===== src/rtl/calc_pkg.sv =====
// Shared opcode constants, sequencer FSM states and mask-scan helper
// for the calculator op sequencer.
package calc_pkg;

  localparam logic [2:0] OP_ADD     = 3'd0;
  localparam logic [2:0] OP_SUB     = 3'd1;
  localparam logic [2:0] OP_ADD_OFS = 3'd2;
  localparam logic [2:0] OP_SUB_OFS = 3'd3;
  localparam logic [2:0] OP_CMP     = 3'd4;
  localparam logic [2:0] OP_CMP_OFS = 3'd5;
  localparam logic [2:0] OP_NONE    = 3'd7;

  typedef enum logic [1:0] {IDLE, ISSUE, OUT} state_t;

  // Lowest set mask bit at or above 'from'; OP_NONE when nothing remains.
  function automatic logic [2:0] first_op_from(input logic [5:0] mask, input logic [2:0] from);
    first_op_from = OP_NONE;
    for (int i = 5; i >= 0; i--)
      if (mask[i] && (i >= int'(from))) first_op_from = 3'(i);
  endfunction

endpackage


===== src/rtl/calc_model.sv =====
// Combinational expected-value model of the multi-function calculator,
// used for result checking when CALC_SEQ_CHECK_EN is defined.
module calc_model
  import calc_pkg::*;
#(
  parameter int WIDTH = 4
) (
  input  logic [WIDTH-1:0] a,
  input  logic [WIDTH-1:0] b,
  input  logic [2:0]       s,
  output logic [WIDTH:0]   y
);

  logic [WIDTH:0] ax, bx;
  assign ax = {1'b0, a};
  assign bx = {1'b0, b};

  always_comb begin
    y = '0;
    case (s)
      OP_ADD, OP_ADD_OFS: y = ax + bx;
      OP_SUB, OP_SUB_OFS: y = ax - bx;
      OP_CMP, OP_CMP_OFS: y = {{(WIDTH-2){1'b0}}, (a == b), (a > b), (a < b)};
      default:            y = '0;
    endcase
  end

endmodule


===== src/rtl/calc_op_sequencer.sv =====
// Issues each opcode selected by a request mask to the calculator in ascending
// order and streams the results out. Define CALC_SEQ_CHECK_EN to flag mismatches on res_err.
module calc_op_sequencer
  import calc_pkg::*;
#(
  parameter int WIDTH    = 4,
  parameter int RESP_LAT = 0
) (
  input  logic             clk,
  input  logic             rst_n,
  input  logic             req_valid,
  output logic             req_ready,
  input  logic [WIDTH-1:0] req_a,
  input  logic [WIDTH-1:0] req_b,
  input  logic [5:0]       req_mask,
  output logic [WIDTH-1:0] calc_a,
  output logic [WIDTH-1:0] calc_b,
  output logic [2:0]       calc_s,
  input  logic [WIDTH:0]   calc_y,
  output logic             res_valid,
  input  logic             res_ready,
  output logic [2:0]       res_op,
  output logic [WIDTH:0]   res_y,
  output logic             res_last,
  output logic             res_err,
  output logic             busy
);

  localparam int CW = (RESP_LAT > 0) ? $clog2(RESP_LAT + 1) : 1;

  state_t           state, state_d;
  logic [WIDTH-1:0] a_q, b_q;
  logic [5:0]       mask_q;
  logic [2:0]       op_q;
  logic [CW-1:0]    wait_cnt;
  logic             accept, wait_done, capture, res_hs;

  assign accept    = req_valid && req_ready;
  assign wait_done = (wait_cnt == CW'(RESP_LAT));
  assign capture   = (state == ISSUE) && wait_done;
  assign res_hs    = res_valid && res_ready;
  assign calc_a    = a_q;
  assign calc_b    = b_q;

  always_ff @(posedge clk) begin
    if (!rst_n) state <= IDLE;
    else        state <= state_d;
  end

  always_comb begin
    state_d   = state;
    req_ready = 1'b0;
    busy      = 1'b1;
    calc_s    = op_q;
    case (state)
      IDLE: begin
        req_ready = 1'b1;
        busy      = 1'b0;
        calc_s    = OP_NONE;
        if (req_valid && (req_mask != 6'd0)) state_d = ISSUE;
      end
      ISSUE: if (wait_done) state_d = OUT;
      OUT:   if (res_hs) state_d = res_last ? IDLE : ISSUE;
      default: state_d = IDLE;
    endcase
  end

  always_ff @(posedge clk) begin
    if (!rst_n) begin
      a_q       <= '0;
      b_q       <= '0;
      mask_q    <= '0;
      op_q      <= '0;
      wait_cnt  <= '0;
      res_valid <= 1'b0;
      res_y     <= '0;
      res_op    <= '0;
      res_last  <= 1'b0;
    end else begin
      if (accept) begin
        a_q      <= req_a;
        b_q      <= req_b;
        mask_q   <= req_mask;
        op_q     <= first_op_from(req_mask, 3'd0);
        wait_cnt <= '0;
      end
      if (state == ISSUE) wait_cnt <= wait_done ? '0 : wait_cnt + CW'(1);
      if (capture) begin
        res_valid <= 1'b1;
        res_y     <= calc_y;
        res_op    <= op_q;
        res_last  <= (first_op_from(mask_q, op_q + 3'd1) == OP_NONE);
      end
      // Retire the delivered opcode and move to the next one still pending.
      if ((state == OUT) && res_hs) begin
        res_valid      <= 1'b0;
        mask_q[op_q]   <= 1'b0;
        if (!res_last) op_q <= first_op_from(mask_q, op_q + 3'd1);
      end
    end
  end

`ifdef CALC_SEQ_CHECK_EN
  logic [WIDTH:0] exp_y;
  logic           err_q;

  calc_model #(.WIDTH(WIDTH)) u_model (
    .a(a_q),
    .b(b_q),
    .s(op_q),
    .y(exp_y)
  );

  always_ff @(posedge clk) begin
    if (!rst_n)       err_q <= 1'b0;
    else if (capture) err_q <= (calc_y != exp_y);
  end

  assign res_err = err_q;
`else
  assign res_err = 1'b0;
`endif

endmodule


===== config.mk =====
export PLATFORM = sky130hd
export DESIGN_NAME = calc_op_sequencer
export DESIGN_NICKNAME = d
export VERILOG_FILES = /design/src/rtl/calc_pkg.sv /design/src/rtl/calc_model.sv /design/src/rtl/calc_op_sequencer.sv
export SDC_FILE = /design/constraint.sdc
export NUM_CORES = 1
export LEC_CHECK = 0
export BUFFER_PORTS_ARGS = -buffer_cell sky130_fd_sc_hd__buf_2
export CORE_MARGIN = 1
export CORE_UTILIZATION = 44
export DETAILED_ROUTE_END_ITERATION = 7
export PLACE_DENSITY = 0.74
export SLEW_MARGIN = 0
export SYNTH_ARGS = -nofsm -noshare
export SYNTH_HDL_FRONTEND = slang
export SYNTH_HIERARCHICAL = 1
export SYNTH_SLANG_ARGS = --single-unit

===== constraint.sdc =====
create_clock -name clk -period 1.9 [get_ports clk]
set_input_delay 0.095 -clock clk [delete_from_list [all_inputs] [get_ports clk]]
set_output_delay 0.095 -clock clk [all_outputs]
set_load 0.01 [all_outputs]

==> impl_metrics.yaml <==
status:
  outcome: "completed"
drt:
  drt_iter0_drc: 81
  viasPerCell: 5.28
  vias: 1447
  wl_per_cell_um: 13.1
  drcViolationCount: 0
  ant_nets: 0
  drt_first_pass_iters: 4
  drt_wl_total_um: 3590
place:
  place_congestion: 0.871
  preCtsSetupSlack_ns: 0.0356
  io_buffer_count: 45
  dpl.cell_count: 253
  hpwl_um: 2440
timing:
  grt_setup_unrepaired: "no"
  post-route-period-util_pct: 94.4
  fin_setup_tns_ns: 0
  max_freq_mhz: 558
  skew_ns: 0.00807
  period_minus_slack_ns: 1.79
  finalSetupViolCount: 0
  finalHoldViolations: 0
  drv_slew: 0
  fin_ws_ns: 0.107
grt:
  antenna_found_initial: 0
  grt_usage_pct: 22.8
  grt_max_degree: 15
  grt_pass1_wl_um: 5890
  grt_overflow: 0
  grt_pass1_vias: 1386
logic_synthesis:
  synth_edf_count: 0
  seq_area_frac_synth_pct: 41.5
  yosysWarnings: 6
  syn_inst: 170
  ys_seq_elements: 29
  ys.flop_type: "dfxtp_1"
  ys_async_sr_fraction_pct: 0
  syn_area_per_cell_sq_um: 8.24
  synth_nets: 196
  netlist_area_sq_um: 1400
  synthDistinctLibCells: 46
clock_network:
  worstSkewPairLatency_ns: 0.33
  cts_made_buffers: 5
  cts_buffer_depth: 2
  clk_pin_slew_ns: 0.10
  htreeDepth: 2
  clock-sinks: 29
  cts_tree: "yes"
  clockRootBuffer: "clkbuf_4"
worst_setup_path:
  max_stage_delay_ns: 0.40
  cp.arrival_ns: 2.02
  path_max_fanout: 8
  path_class: "flop to flop"
  rr_worst_depth: 5
  startpoint_type: "flop"
  cp_slowest_cell: "dfxtp_2"
  cp.required_ns: 2.12
  end_kind: "flop"
  crit_chain: "inv_1, ha_1, o311a_1, or3_1, o2111a_1"
die:
  die_width_um: 58.4
  num_rows: 20
  core-area_sq_um: 3030
  start_util_pct: 46.2
  dieArea_sq_um: 3410
  ios: 47
  die_y_um: 58.4
final_layout:
  diodes: 0
  layout_common_cells: "45 x buf_2, 40 x nand2_1, 28 x dfxtp_1, 20 x a21oi_1, 13 x dlygate4sd3_1"
  final_common_cell: "buf_2"
  layout.cells.non_filler: 274
  fillCellCount: 281
  area_growth_pct: 34.6
  multi_input_area_sq_um: 751
  drive_gt1_share_pct: 27.8
  nets: 255
  seq_area_sq_um: 582
  fin_util_pct: 62.2
pwr:
  power.leakage_nw: 0.867
  power_density_nw_per_um2: 790
  peakVddDrop_mv: 0.354
job:
  drv_cap: 0
worst_hold_path:
  hold_class: "primary input to flop"
  min_path_cells: 2
==> worst max-delay path: cells and delay by family, from the launching register on <==
kind	cells	cell delay (ns)
flip-flops	1	0.40
buffers and inverters	1	0.10
AND/OR/NAND/NOR	1	0.37
adder cells (fa/ha/maj)	1	0.29
AO/OA/AOI/OAI	2	0.53
==> area by class of cell <==
cell class / count / area share (%)
clock inverter: 1 / 1.59
timing repair buffer: 63 / 20.8
sequential: 29 / 30.9
tap: 44 / 2.92
multi-input combinational: 125 / 39.8
clock buffer: 7 / 2.92
inverter: 5 / 0.996
==> metal layers <==
metal	up-vias	wire length, um	GRT usage, %
met1	676	1560	26.1
met3	7	201	7.47
met2	47	1790	39.6
met4	0	46	8.50
met5	-	0	0
li1	717	-	-
==> state kept, by name, summed over array words and instances, names as in the netlist <==
name	cells
res_valid	1
res_last	1
calc_b	4
res_op	3
calc_a	4
op_q	3
state	2
res_y	5
mask_q	6
==> cells in the mapped netlist (all sizes together) (2+ instances only) <==
master	n	area, sq um
dfxtp	29	581
o311ai	2	17.5
inv	5	18.8
nand2	40	150
ha	3	37.5
a21o	3	23.8
clkbuf	4	15.0
a21oi	20	100
o21a	2	15.0
mux2i	5	50.1
a311oi	2	17.5
a211oi	4	30.0
nor3b	3	22.5
o21ai	2	10.0
o211ai	2	15.0
nor2	9	33.8
or2	2	12.5
nor3	2	10.0
buf	7	42.5
nand3	3	15.0
==> per-stage QoR <==
step	cell area, sq um	total power, mW	hold WS, ns
global route	1880	1.56	0.0282
global placement	1660	0.941	0.341
detailed placement	1660	0.942	0.344
finish	1880	1.49	0.0377
floorplan	1400	0.847	0.227
CTS	1880	1.49	0.0312
==> power by group <==
part           total (mW)  leakage (nW)  switching (mW)  internal [mW]
Combinational       0.273         0.584           0.145          0.128
Sequential          0.679         0.238          0.0340          0.645
Clock               0.536        0.0455           0.222          0.314
Total                1.49         0.867           0.402           1.09
==> worst paths after layout <==
check | start | slack, ns | to
setup / recovery | op_q[1]$_SDFF_PN0_ | 0.11 | op_q[1]$_SDFF_PN0_
hold / removal | rst_n | 0.04 | op_q[2]$_SDFF_PN0_
setup reg to reg | op_q[1]$_SDFF_PN0_ | 0.11 | op_q[1]$_SDFF_PN0_
hold reg to reg | calc_a[1]$_SDFFE_PN0P_ | 0.45 | calc_a[1]$_SDFFE_PN0P_
==> cell families (layout without fill, tap and decap cells) <==
logic type,count (synthesis),count (layout),synth area share [%]
buffers and inverters,16,76,5.45
multiplexers,5,5,3.57
adder cells (fa/ha/maj),3,3,2.68
flip-flops,29,29,41.5
other,1,1,0.268
AO/OA/AOI/OAI,48,48,23.3
XOR/XNOR,1,1,0.626
AND/OR/NAND/NOR,67,67,22.6
==> repair_timing <==
action                                  CTS  global route
hold endpoints to repair                 13             0
buffers inserted                          0             0
gates resized for setup                   0             1
endpoints found under the setup margin    0             4
hold buffers                             13             0
Power figures use the tool's default switching activity.
